<file path="config.mk">
export PLATFORM = sky130hd
export DESIGN_NAME = elevator_ctrl
export DESIGN_NICKNAME = d
export VERILOG_FILES = /design/src/rtl/elev_pkg.sv /design/src/rtl/elevator_ctrl_timer.sv /design/src/rtl/elevator_ctrl.sv
export SDC_FILE = /design/constraint.sdc
export NUM_CORES = 1
export LEC_CHECK = 0
export BUFFER_PORTS_ARGS = -buffer_cell sky130_fd_sc_hd__buf_4
export CORE_MARGIN = 8
export CORE_UTILIZATION = 56
export DETAILED_ROUTE_END_ITERATION = 7
export PLACE_DENSITY = 0.83
export SLEW_MARGIN = 25
export SYNTH_ARGS = -nofsm -noshare
export SYNTH_HDL_FRONTEND = slang
export SYNTH_SLANG_ARGS = --single-unit
</file>
<file path="constraint.sdc">
create_clock -name clk -period 3.1 [get_ports clk]
set_input_delay 0.465 -clock clk [delete_from_list [all_inputs] [get_ports clk]]
set_output_delay 0.465 -clock clk [all_outputs]
set_load 0.01 [all_outputs]
</file>
<file path="src/rtl/elev_pkg.sv">
// Shared types and helpers for the four-floor elevator sequencer.
package elev_pkg;

    localparam int NUM_FLOORS = 4;

    typedef logic [1:0] floor_t;

    typedef enum logic [1:0] {
        IDLE,
        MOVE_UP,
        MOVE_DOWN,
        DOOR_OPEN
    } state_t;

    // True when any call is latched strictly above the given floor.
    function automatic logic any_above(input logic [NUM_FLOORS-1:0] pend, input floor_t fl);
        logic r_hit;
        r_hit = 1'b0;
        for (int i = 0; i < NUM_FLOORS; i++) begin
            if ((i > int'(fl)) && pend[i]) r_hit = 1'b1;
        end
        return r_hit;
    endfunction

    // True when any call is latched strictly below the given floor.
    function automatic logic any_below(input logic [NUM_FLOORS-1:0] pend, input floor_t fl);
        logic r_hit;
        r_hit = 1'b0;
        for (int i = 0; i < NUM_FLOORS; i++) begin
            if ((i < int'(fl)) && pend[i]) r_hit = 1'b1;
        end
        return r_hit;
    endfunction

endpackage

</file>
<file path="src/rtl/elevator_ctrl_timer.sv">
// Loadable down-counter shared by the travel and door phases.
// The count stops at zero; o_done is high while the count is zero, so a
// load value of N-1 yields an expiry exactly N cycles after the load edge.
module elev_timer #(
    parameter int W = 3
) (
    input  logic         clk,
    input  logic         rst_n,
    input  logic         i_load,
    input  logic [W-1:0] i_load_val,
    output logic         o_done
);

    logic [W-1:0] r_cnt;

    // Load has priority; otherwise count down and hold at zero.
    always_ff @(posedge clk or negedge rst_n) begin
        if (!rst_n) begin
            r_cnt <= '0;
        end else if (i_load) begin
            r_cnt <= i_load_val;
        end else if (r_cnt != '0) begin
            r_cnt <= r_cnt - W'(1);
        end
    end

    assign o_done = (r_cnt == '0);

endmodule

</file>
<file path="src/rtl/elevator_ctrl.sv">
// Four-floor elevator sequencer: latches floor calls, moves the car with a
// keep-direction (SCAN) policy and times the door dwell.
// Optional feature macro: ELEV_DOOR_HOLD_EN adds the door_hold input, which
// keeps the door open while asserted.
module elevator_ctrl
    import elev_pkg::*;
#(
    parameter int TRAVEL_CYCLES = 8,
    parameter int DOOR_CYCLES   = 6
) (
    input  logic       clk,
    input  logic       rst_n,
    input  logic [3:0] req,
`ifdef ELEV_DOOR_HOLD_EN
    input  logic       door_hold,
`endif
    output logic [1:0] floor_sel,
    output logic       door,
    output logic       moving,
    output logic       dir_up,
    output logic [3:0] pending
);

    localparam int MAX_CYC = (TRAVEL_CYCLES > DOOR_CYCLES) ? TRAVEL_CYCLES : DOOR_CYCLES;
    localparam int TW      = $clog2(MAX_CYC);
    // Timer is loaded with N-1 so it expires N cycles after the load edge.
    localparam logic [TW-1:0] TRAVEL_LD = TW'(TRAVEL_CYCLES - 1);
    localparam logic [TW-1:0] DOOR_LD   = TW'(DOOR_CYCLES - 1);

    state_t                  r_state;
    floor_t                  r_floor;
    logic                    r_door;
    logic                    r_moving;
    logic                    r_dir_up;
    logic [NUM_FLOORS-1:0]   r_pending;

    logic                    w_hold;
    logic                    w_done;
    floor_t                  w_step_floor;
    logic                    w_above;
    logic                    w_below;
    logic                    w_arr_hit;
    logic                    w_arr_cont;
    logic                    w_restart;
    logic [NUM_FLOORS-1:0]   w_clr;
    logic                    w_load;
    logic [TW-1:0]           w_load_val;

`ifdef ELEV_DOOR_HOLD_EN
    assign w_hold = door_hold;
`else
    assign w_hold = 1'b0;
`endif

    // Floor decode: neighbours of the current floor and the arrival decision.
    always_comb begin
        w_step_floor = (r_state == MOVE_DOWN) ? (r_floor - 2'd1) : (r_floor + 2'd1);
        w_above      = any_above(r_pending, r_floor);
        w_below      = any_below(r_pending, r_floor);
        w_arr_hit    = r_pending[w_step_floor];
        w_arr_cont   = (r_state == MOVE_UP) ? any_above(r_pending, w_step_floor)
                                            : any_below(r_pending, w_step_floor);
        w_restart    = req[r_floor] | w_hold;
    end

    // Call clearing and timer load control for the shared timer.
    always_comb begin
        w_clr      = '0;
        w_load     = 1'b0;
        w_load_val = TRAVEL_LD;
        case (r_state)
            IDLE: begin
                if (r_pending[r_floor]) begin
                    w_clr[r_floor] = 1'b1;
                    w_load         = 1'b1;
                    w_load_val     = DOOR_LD;
                end else if (w_above || w_below) begin
                    w_load = 1'b1;
                end
            end
            MOVE_UP, MOVE_DOWN: begin
                if (w_done) begin
                    if (w_arr_hit) begin
                        w_clr[w_step_floor] = 1'b1;
                        w_load              = 1'b1;
                        w_load_val          = DOOR_LD;
                    end else if (w_arr_cont) begin
                        w_load = 1'b1;
                    end
                end
            end
            DOOR_OPEN: begin
                // Calls for the floor being served are absorbed, not latched.
                w_clr[r_floor] = 1'b1;
                if (w_restart) begin
                    w_load     = 1'b1;
                    w_load_val = DOOR_LD;
                end
            end
            default: ;
        endcase
    end

    elev_timer #(
        .W (TW)
    ) u_timer (
        .clk        (clk),
        .rst_n      (rst_n),
        .i_load     (w_load),
        .i_load_val (w_load_val),
        .o_done     (w_done)
    );

    // Sequencer state, floor, direction, door and call latch.
    always_ff @(posedge clk or negedge rst_n) begin
        if (!rst_n) begin
            r_state   <= IDLE;
            r_floor   <= '0;
            r_door    <= 1'b0;
            r_moving  <= 1'b0;
            r_dir_up  <= 1'b1;
            r_pending <= '0;
        end else begin
            r_pending <= (r_pending | req) & ~w_clr;
            case (r_state)
                IDLE: begin
                    if (r_pending[r_floor]) begin
                        r_state <= DOOR_OPEN;
                        r_door  <= 1'b1;
                    end else if (w_above && (r_dir_up || !w_below)) begin
                        r_state  <= MOVE_UP;
                        r_moving <= 1'b1;
                        r_dir_up <= 1'b1;
                    end else if (w_below) begin
                        r_state  <= MOVE_DOWN;
                        r_moving <= 1'b1;
                        r_dir_up <= 1'b0;
                    end
                end
                MOVE_UP, MOVE_DOWN: begin
                    if (w_done) begin
                        r_floor <= w_step_floor;
                        if (w_arr_hit) begin
                            r_state  <= DOOR_OPEN;
                            r_door   <= 1'b1;
                            r_moving <= 1'b0;
                        end else if (!w_arr_cont) begin
                            r_state  <= IDLE;
                            r_moving <= 1'b0;
                        end
                    end
                end
                DOOR_OPEN: begin
                    if (!w_restart && w_done) begin
                        r_state <= IDLE;
                        r_door  <= 1'b0;
                    end
                end
                default: r_state <= IDLE;
            endcase
        end
    end

    assign floor_sel = r_floor;
    assign door      = r_door;
    assign moving    = r_moving;
    assign dir_up    = r_dir_up;
    assign pending   = r_pending;

endmodule

</file>
==> After elaboration in Yosys (flattened, before gate mapping) <==
Index checks and enable logic that the tools add are counted.
{ "totals": {"register_bits": 14, "out_inout_bits": 9, "elab_cells": 137} }
{ "classes": {"add_sub_neg": 3, "magnitude_cmp": 16, "n_eq_ne": 11, "n_mux": 64, "bitwise_logic": 4, "reduce_logical": 32} }
{ "op_table": {"columns": ["cell", "count"], "rows": [
  ["$mux 1", 36],
  ["$mux 2", 12],
  ["$logic_and 1x1->1", 16],
  ["$mux 4", 3],
  ["$pmux 4 s3", 1],
  ["$ne 2x2->1 const B", 5],
  ["$pmux 3 s3", 1],
  ["$gt 2x2->1 const A", 4],
  ["$lt 1x2->1 const A", 4],
  ["$reduce_and 4->1", 2],
  ["$bmux 1 s2", 3],
  ["$lt 2x3->1 const B", 2],
  ["$mux 3", 2],
  ["$ne 3x3->1 const B", 2],
  ["$pmux 1 s3", 2],
  ["$pmux 2 s3", 1],
  ["$reduce_bool 2->1", 3],
  ["$reduce_and 5->1", 1],
  ["$and 4x4->4", 1],
  ["$demux 1 s2", 2],
  ["$eq 2x2->1 const B", 2],
  ["$ge 2x1->1 const B", 2],
  ["$gt 1x2->1 const A", 2],
  ["$lt 2x2->1 const A", 2],
  ["17 further kinds", 19]
]} }

==> Depth between registers and ports, before layout <==
Gate-level depths: netlist of run 1.
{ "depth": {"word_depth": 13, "mapped_depth": 8, "mapped_depth_nobuf": 7} }

==> By module <==
A second synthesis of run 1 with hierarchy kept.
{ "unflattened": {"cells_unflattened": 135, "area_unflattened_um2": 1238.7} }
{ "modules_own_cells": {"columns": ["module", "instances", "cells_each", "area_each_um2", "seq_area_each_um2"], "rows": [
  ["elevator_ctrl", 1, 114, 1038.5, 276.5],
  ["elev_timer", 1, 21, 200.2, 75.1]
]} }

==> Worst setup path after synthesis of run 1 <==
Ideal clock, no wire load.
{ "synth_path": {"path_type": "register to register", "start": "register r_floor[0], in the netlist floor_sel[0]", "end": "register r_state[0]", "t_arrival_ps": 2382, "t_required_ps": 2975, "slack_ps": 593, "stages_incl_launch_ff": 9, "n_path_buf": 1, "synth_period_minus_slack_ps": 2507, "cell_sequence": "dfrtp_1 buf_6 inv_4 ha_1 xor2_1 mux4_2 and2_0 a221o_1 mux2_2"} }
{ "synth_via": {"elab_chain_cells": 11, "elab_cells_between_ends": 60} }
{ "synth_lines": {"columns": ["element", "line_no", "source"], "rows": [
  ["from (decl)", "elevator_ctrl.sv:31", "floor_t r_floor;"],
  ["from (signal assigned)", "elevator_ctrl.sv:142", "r_floor <= w_step_floor;"],
  ["parallel branches: the longest is 11 deep, another holds $add 2x1->2", null, null],
  ["to (signal assigned)", "elevator_ctrl.sv:128", "r_state <= DOOR_OPEN;"],
  ["to (signal assigned)", "elevator_ctrl.sv:131", "r_state <= MOVE_UP;"],
  ["to (signal assigned)", "elevator_ctrl.sv:135", "r_state <= MOVE_DOWN;"],
  ["to (decl)", "elevator_ctrl.sv:30", "state_t r_state;"]
]} }
Several ways; the timed one is not identified. The select of a mux whose other input is x is not followed.
A chain may end at the register's enable or synchronous reset.

==> Worst setup path in the final report of run 1 <==
{ "layout_path": {"start": "register r_floor[1], in the netlist floor_sel[1]", "end": "register r_state[1]"} }
The elaborated chain is that of the path after synthesis.

==> flow_summary_export.csv, run 1 <==
group,metric,value,unit
setup_path,cp.required,3280,ps
hold_path,hold_class,"primary input to asynchronous set/reset pin",
drt,ant_nets,0,
yosys,synthCells,113,
finish,layout_commonest_cell,"buf_4",
place,place_area,1210,µm²
clock_network,clkTransAtPathRegs,90,ps
yosys,yosysSeqAreaShare,0.326,
timing,fin_tns_setup,0,ps
setup_path,cp-startpoint,"floor_sel[1]",
timing,finalHoldViolations,0,
clock_network,numClockSinks,14,
yosys,ys_ff_latch,14,
timing,period_needed,2670,ps
global_route,antenna_found_initial,0,
global_route,grt_pass1_vias,954,
timing,period_share,0.860,
place,io_buffers,14,
yosys,syn_avg_cell_area,9.53,µm²
timing,whs,10.5,ps
finish,final_cell_area,1240,µm²
floorplan,dieHeight,59.9,µm
finish,fill_cells,178,
timing,layout_setup_ws,435,ps
yosys,yosys-top-cells-area,"dfrtp_1 (30%), ha_1 (14%), mux4_2 (6.3%), a221oi_1 (4.9%), nor2_1 (4.5%)",
floorplan,rows,16,
status,outcome,"complete, no violations",
drt,num_vias,940,
setup_path,reg2reg_to,"r_state[1]",
clock_network,cts_made_buffers,3,
clock_network,cts_buffer_depth,2,
yosys,yosysUniqueCellTypes,37,
drt,wirelength,2500,µm
clock_network,clock_latency,290,ps
global_route,grt_max_degree,15,
place,globalplace.congestion,0.911,
setup_path,ff2ff_setup_slack,430,ps
timing,setup_violations,0,
timing,rsz0062_at_grt,"false",
setup_path,arrival,2850,ps
finish,final_cell_mix,"buf_4 (15), nor2_1 (13), dfrtp_1 (13), ha_1 (12), inv_1 (11)",
yosys,syn-cell-area,1080,µm²
pwr,vdd_ir_drop_max,0.866,mV
pwr,p_per_area,1260,nW/µm²
clock_network,cts_tree,"done",
global_route,grtUsageTotal,0.160,
finish,layout.nets,149,
place,pre_cts_ws,473,ps
clock_network,cts_setup_buffers,0,
global_route,grt_pass1_wl,4380,µm
yosys,synth_top_area_cell,"dfrtp_1",
run,drv_cap,0,
timing,worstMarginPinSlew,456,ps
floorplan,start_util,0.572,
finish,n_antenna_cell,0,
timing,final-max-slew-violation-count,0,
setup_path,worst-r2r-cell-count,7,
setup_path,rr_startpoint,"floor_sel[1]",
drt,drtIter0Drc,31,
finish,drive_above_1_share,0.208,
place,dp_hpwl,1890,µm
clock_network,cts_root_buf,"clkbuf_4",
floorplan,core-area,1880,µm²
clock_network,htreeDepth,1,
drt,post_drt_wl_per_cell,15.9,µm
setup_path,crit_type,"register to register",
floorplan,ios,15,
floorplan,die-area,3580,µm²
clock_network,holdBufCountCts,0,
drt,firstDrtPassIters,4,
timing,finClkSkew,1.23,ps
yosys,yosysTopAreaCellShare,0.302,
pwr,leakage,0.000567,µW
timing,timing.fmax,375,MHz
finish,syn_to_final_growth,15.6,%
global_route,gr-total-overflow,0,
setup_path,start_kind,"register",
yosys,synth_nets,131,
drt,routed_via_density,5.99,
finish,post-route-util,0.662,
setup_path,cp-end-kind,"register",
setup_path,crit_fanout,8,
clock_network,cts_resized,0,
drt,post-route-drc-count,0,
timing,slew_headroom,0.693,
floorplan,chipWidth,59.9,µm
yosys,ys.warnings.count,0,
-- critical path, stage by stage, from the launching register on --
cell,delay (ps)
dfrtp_1,510
inv_1,170
ha_1,350
xor2_1,310
mux4_2,420
nor2b_1,270
a211o_1,200
mux2_2,330
-- layer usage --
| metal | part of all wire | vias up | track usage | wire length, µm |
|---|---|---|---|---|
| li1 | - | 441 | - | - |
| met1 | 0.43 | 460 | 0.190 | 1080 |
| met2 | 0.49 | 29 | 0.254 | 1220 |
| met3 | 0.054 | 10 | 0.0409 | 136 |
| met4 | 0.028 | 0 | 0.0884 | 69 |
| met5 | 0 | - | 0 | 0 |
-- stage by stage --
| step | instances | power (µW) |
|---|---|---|
| 2_1_floorplan | 113 | 1150 |
| 3_3_place_gp | 153 | 1380 |
| 3_5_place_dp | 153 | 1430 |
| 4_1_cts | 157 | 1570 |
| 5_1_grt | 157 | 1720 |
| 6_report | 157 | 1570 |
-- logic make-up after synthesis --
family / count (synthesis) / share of synthesized area
flops: 14 / 0.326
xor+xnor: 4 / 0.0325
compound gates: 28 / 0.200
buf+inv: 14 / 0.0581
mux: 6 / 0.0929
fa+ha+maj: 12 / 0.139
simple gates: 35 / 0.151
-- worst max path at each step --
stage                             endpoint  slack [ps]  depth (start not counted)
after detailed placement        r_state[1]         470                          7
after global placement    u_timer.r_cnt[2]         620                          7
after global routing            r_state[0]         250                          7
after CTS                       r_state[1]         460                          7
final                           r_state[1]         430                          7
after floorplan                 r_state[0]         590                          8
-- report_power, final --
part | total [µW] | leakage, µW | internal (µW) | switching, µW
clock network | 137 | 0.0000210 | 71.6 | 65.0
logic | 1040 | 0.000394 | 482 | 560
registers | 389 | 0.000153 | 282 | 107
-- Yosys cell counts (all sizes together) --
| cell type | count |
|---|---|
| o21ai | 2 |
| a21boi | 1 |
| mux2 | 2 |
| clkbuf | 1 |
| ha | 12 |
| dfstp | 1 |
| a311oi | 1 |
| buf | 1 |
| a21oi | 4 |
| o221ai | 1 |
| nand2b | 4 |
| a22o | 1 |
| nor2b | 4 |
| and2 | 1 |
| nand3 | 1 |
| dfrtp | 13 |
| mux4 | 3 |
| a221oi | 6 |
| xnor2 | 3 |
| nand2 | 9 |
| nand4 | 1 |
| o31ai | 1 |
| o311ai | 1 |
| xor2 | 1 |
| a211o | 2 |
| o41ai | 1 |
| inv | 12 |
| or2 | 1 |
| nor2 | 13 |
| a221o | 2 |
| nor4 | 1 |
| o21bai | 1 |
| a211oi | 2 |
| mux2i | 1 |
| o22ai | 1 |
| o211ai | 1 |
-- area by class of cell --
class	instances	area [µm²]	share of cell area
Timing Repair Buffer	15	113	0.0905
Multi-Input combinational cell	85	663	0.533
Tap cell	27	33.8	0.0271
Sequential cell	14	352	0.282
Clock buffer	4	36.3	0.0291
Inverter	12	47.5	0.0382
-- flip-flops by register name (all words and copies together), names as in the netlist --
signal         flops
dir_up             1
u_timer.r_cnt      3
moving             1
floor_sel          2
door               1
pending            4
r_state            2
No activity file was read; power rests on OpenSTA's default activity.
==> run 2, diff against run 1 <==
ABC_AREA = 1   (was default)
CORE_MARGIN = default   (was 8)
CORE_UTILIZATION = 58   (was 56)
PLACE_DENSITY = 0.84   (was 0.83)
==> run 2 against run 1 <==
Against the previous run: first-iteration DRC count grew 68%; clock power hardly changed; worst hold slack got worse by 6.6 ps; final area increased by 16%; combinational power is 16% higher; global-route usage is 11 points higher; largest power group unchanged; highest routed layer unchanged; cell count grew 48%; clock skew increased by 1.8 ps; worst setup slack improved by 580 ps; critical path depth increased by 5.
==> flow_summary_export.csv, run 2 <==
group,metric,value,unit
status,outcome,"complete, no violations",
drt,post-route-drc-count,0,
drt,num_vias,1217,
clock_network,cts_tree,"done",
place,dp_hpwl,2310,µm
floorplan,die-area,2410,µm²
clock_network,cts_setup_buffers,0,
clock_network,cts_resized,0,
hold_path,hold_class,"primary input to asynchronous set/reset pin",
pwr,power,1740,µW
finish,final_cell_mix,"nand2_1 (58), inv_1 (23), nand3_1 (21), buf_4 (14), dfrtp_1 (13)",
yosys,syn-cell-area,1280,µm²
pwr,p_per_area,1200,nW/µm²
setup_path,slowest_stage,"dfrtp_1",
yosys,synth_top_area_cell,"dfrtp_1",
setup_path,cp_common_cell,"nand2_2",
pwr,vdd_ir_drop_max,0.720,mV
yosys,synth_most_common_cell,"nand2_1",
finish,largest_reg_flops,4,
run,drv_cap,0,
clock_network,clkTransAtPathRegs,90,ps
clock_network,cts_buffer_depth,2,
setup_path,slowest_delay,660,ps
floorplan,start_util,0.635,
finish,n_antenna_cell,0,
setup_path,cp-end-kind,"register",
finish,drive_above_1_share,0.239,
timing,timing.fmax,479,MHz
finish,layout_commonest_cell,"nand2_1",
clock_network,holdBufCountCts,0,
setup_path,cp.required,3270,ps
yosys,synth-edff-count,0,
timing,whs,3.90,ps
finish,syn_to_final_growth,12.4,%
timing,slew_headroom,0.671,
finish,fill_cells,178,
global_route,grt_pass1_vias,1144,
timing,finClkSkew,3.01,ps
timing,period_share,0.674,
clock_network,cts_made_buffers,3,
yosys,yosysSeqAreaShare,0.274,
pwr,leakage,0.000786,µW
yosys,syn_avg_cell_area,6.79,µm²
drt,ant_nets,0,
yosys,yosysUniqueCellTypes,27,
global_route,grt_max_degree,15,
setup_path,start_kind,"register",
timing,fin_tns_setup,0,ps
timing,worstMarginPinSlew,494,ps
floorplan,core-area,2020,µm²
setup_path,crit_chain,"inv_8, ha_1, inv_1, nand2_1, nand2_1, nand2_2, nand2_4, nor2_2, nor2_2, nand2_2, nand2_2, o21ai_1",
yosys,synthFlopType,"dfrtp_1",
place,globalplace.congestion,0.973,
yosys,ys_top_cells_by_count,"nand2_1 (58), inv_1 (23), nand3_1 (21)",
global_route,antenna_found_initial,0,
clock_network,numClockSinks,14,
timing,final-max-slew-violation-count,0,
yosys,yosysTopAreaCellShare,0.253,
clock_network,clock_latency,290,ps
floorplan,chipWidth,49.0,µm
floorplan,dieHeight,49.0,µm
drt,post_drt_wl_per_cell,12.7,µm
drt,routed_via_density,5.25,
global_route,grt_pass1_wl,4950,µm
clock_network,htreeDepth,1,
floorplan,rows,16,
drt,drtIter0Drc,52,
timing,period_needed,2090,ps
yosys,synthArstFlopShare,1.00,
setup_path,arrival,2260,ps
yosys,ys.warnings.count,0,
timing,finalHoldViolations,0,
yosys,synth_nets,207,
global_route,grtUsageTotal,0.273,
yosys,synthCells,189,
place,io_buffers,14,
floorplan,ios,15,
drt,wirelength,2950,µm
clock_network,cts_root_buf,"clkbuf_4",
timing,rsz0062_at_grt,"false",
finish,post-route-util,0.713,
drt,firstDrtPassIters,4,
finish,layout.nets,224,
setup_path,crit_type,"register to register",
yosys,yosys-top-cells-area,"dfrtp_1 (25%), nand2_1 (17%), ha_1 (12%), nand3_1 (8.2%), inv_1 (6.7%)",
setup_path,crit_fanout,12,
yosys,ys_ff_latch,14,
timing,setup_violations,0,
global_route,gr-total-overflow,0,
run 2: cell families after synthesis:
kind of cell,Yosys count,synth area share
AO/OA/AOI/OAI,13,0.0536
XOR/XNOR,2,0.0136
adder cells (fa/ha/maj),12,0.117
buffers and inverters,33,0.111
flip-flops,14,0.274
AND/OR/NAND/NOR,115,0.431
run 2: final timing paths:
check / from / to / slack, ps / cells after the start
max in group asynchronous: rst_n / dir_up / 2850 / 1
setup / recovery: floor_sel[0] / u_timer.r_cnt[2] / 1010 / 12
setup reg to reg: floor_sel[0] / u_timer.r_cnt[2] / 1010 / 12
min in group clk: req[3] / pending[3] / 460 / 3
hold / removal: rst_n / pending[0] / 4 / 1
hold reg to reg: moving / moving / 490 / 2
run 2: worst max-delay path: cells and delay by family (launching register included):
kind                       cells  cell delay [ps]
and+or+nand+nor                8              700
DFF                            1              660
adders and majority gates      1              350
buffers and inverters          2              180
AOI/OAI and AO/OA              1               70
run 2: power breakdown:
| group | switching [µW] | internal, µW | total [µW] |
|---|---|---|---|
| Combinational | 778 | 431 | 1210 |
| Clock | 67.5 | 71.6 | 139 |
| Sequential | 113 | 276 | 389 |
run 2: area by class of cell:
| class | instances | area (µm²) | area share |
|---|---|---|---|
| clock buffer | 4 | 36.3 | 0.0252 |
| inverter | 31 | 126 | 0.0876 |
| multi-input combinational | 142 | 790 | 0.547 |
| sequential | 14 | 352 | 0.244 |
| tap | 27 | 33.8 | 0.0234 |
| timing repair buffer | 14 | 105 | 0.0729 |
run 2: metrics by stage:
step,area (µm²),setup WS (ps),std cells
finish,1440,1010,232
global route,1440,898,232
CTS,1440,1050,232
detailed placement,1410,1070,228
global placement,1410,1170,228
floorplan,1280,1300,189
run 2: layer usage:
layer | track usage | part of all wire | up-vias
met5 | 0 | 0 | -
met1 | 0.362 | 0.46 | 544
met2 | 0.449 | 0.47 | 51
met3 | 0.0405 | 0.058 | 5
met4 | 0.0980 | 0.013 | 0
li1 | - | - | 617
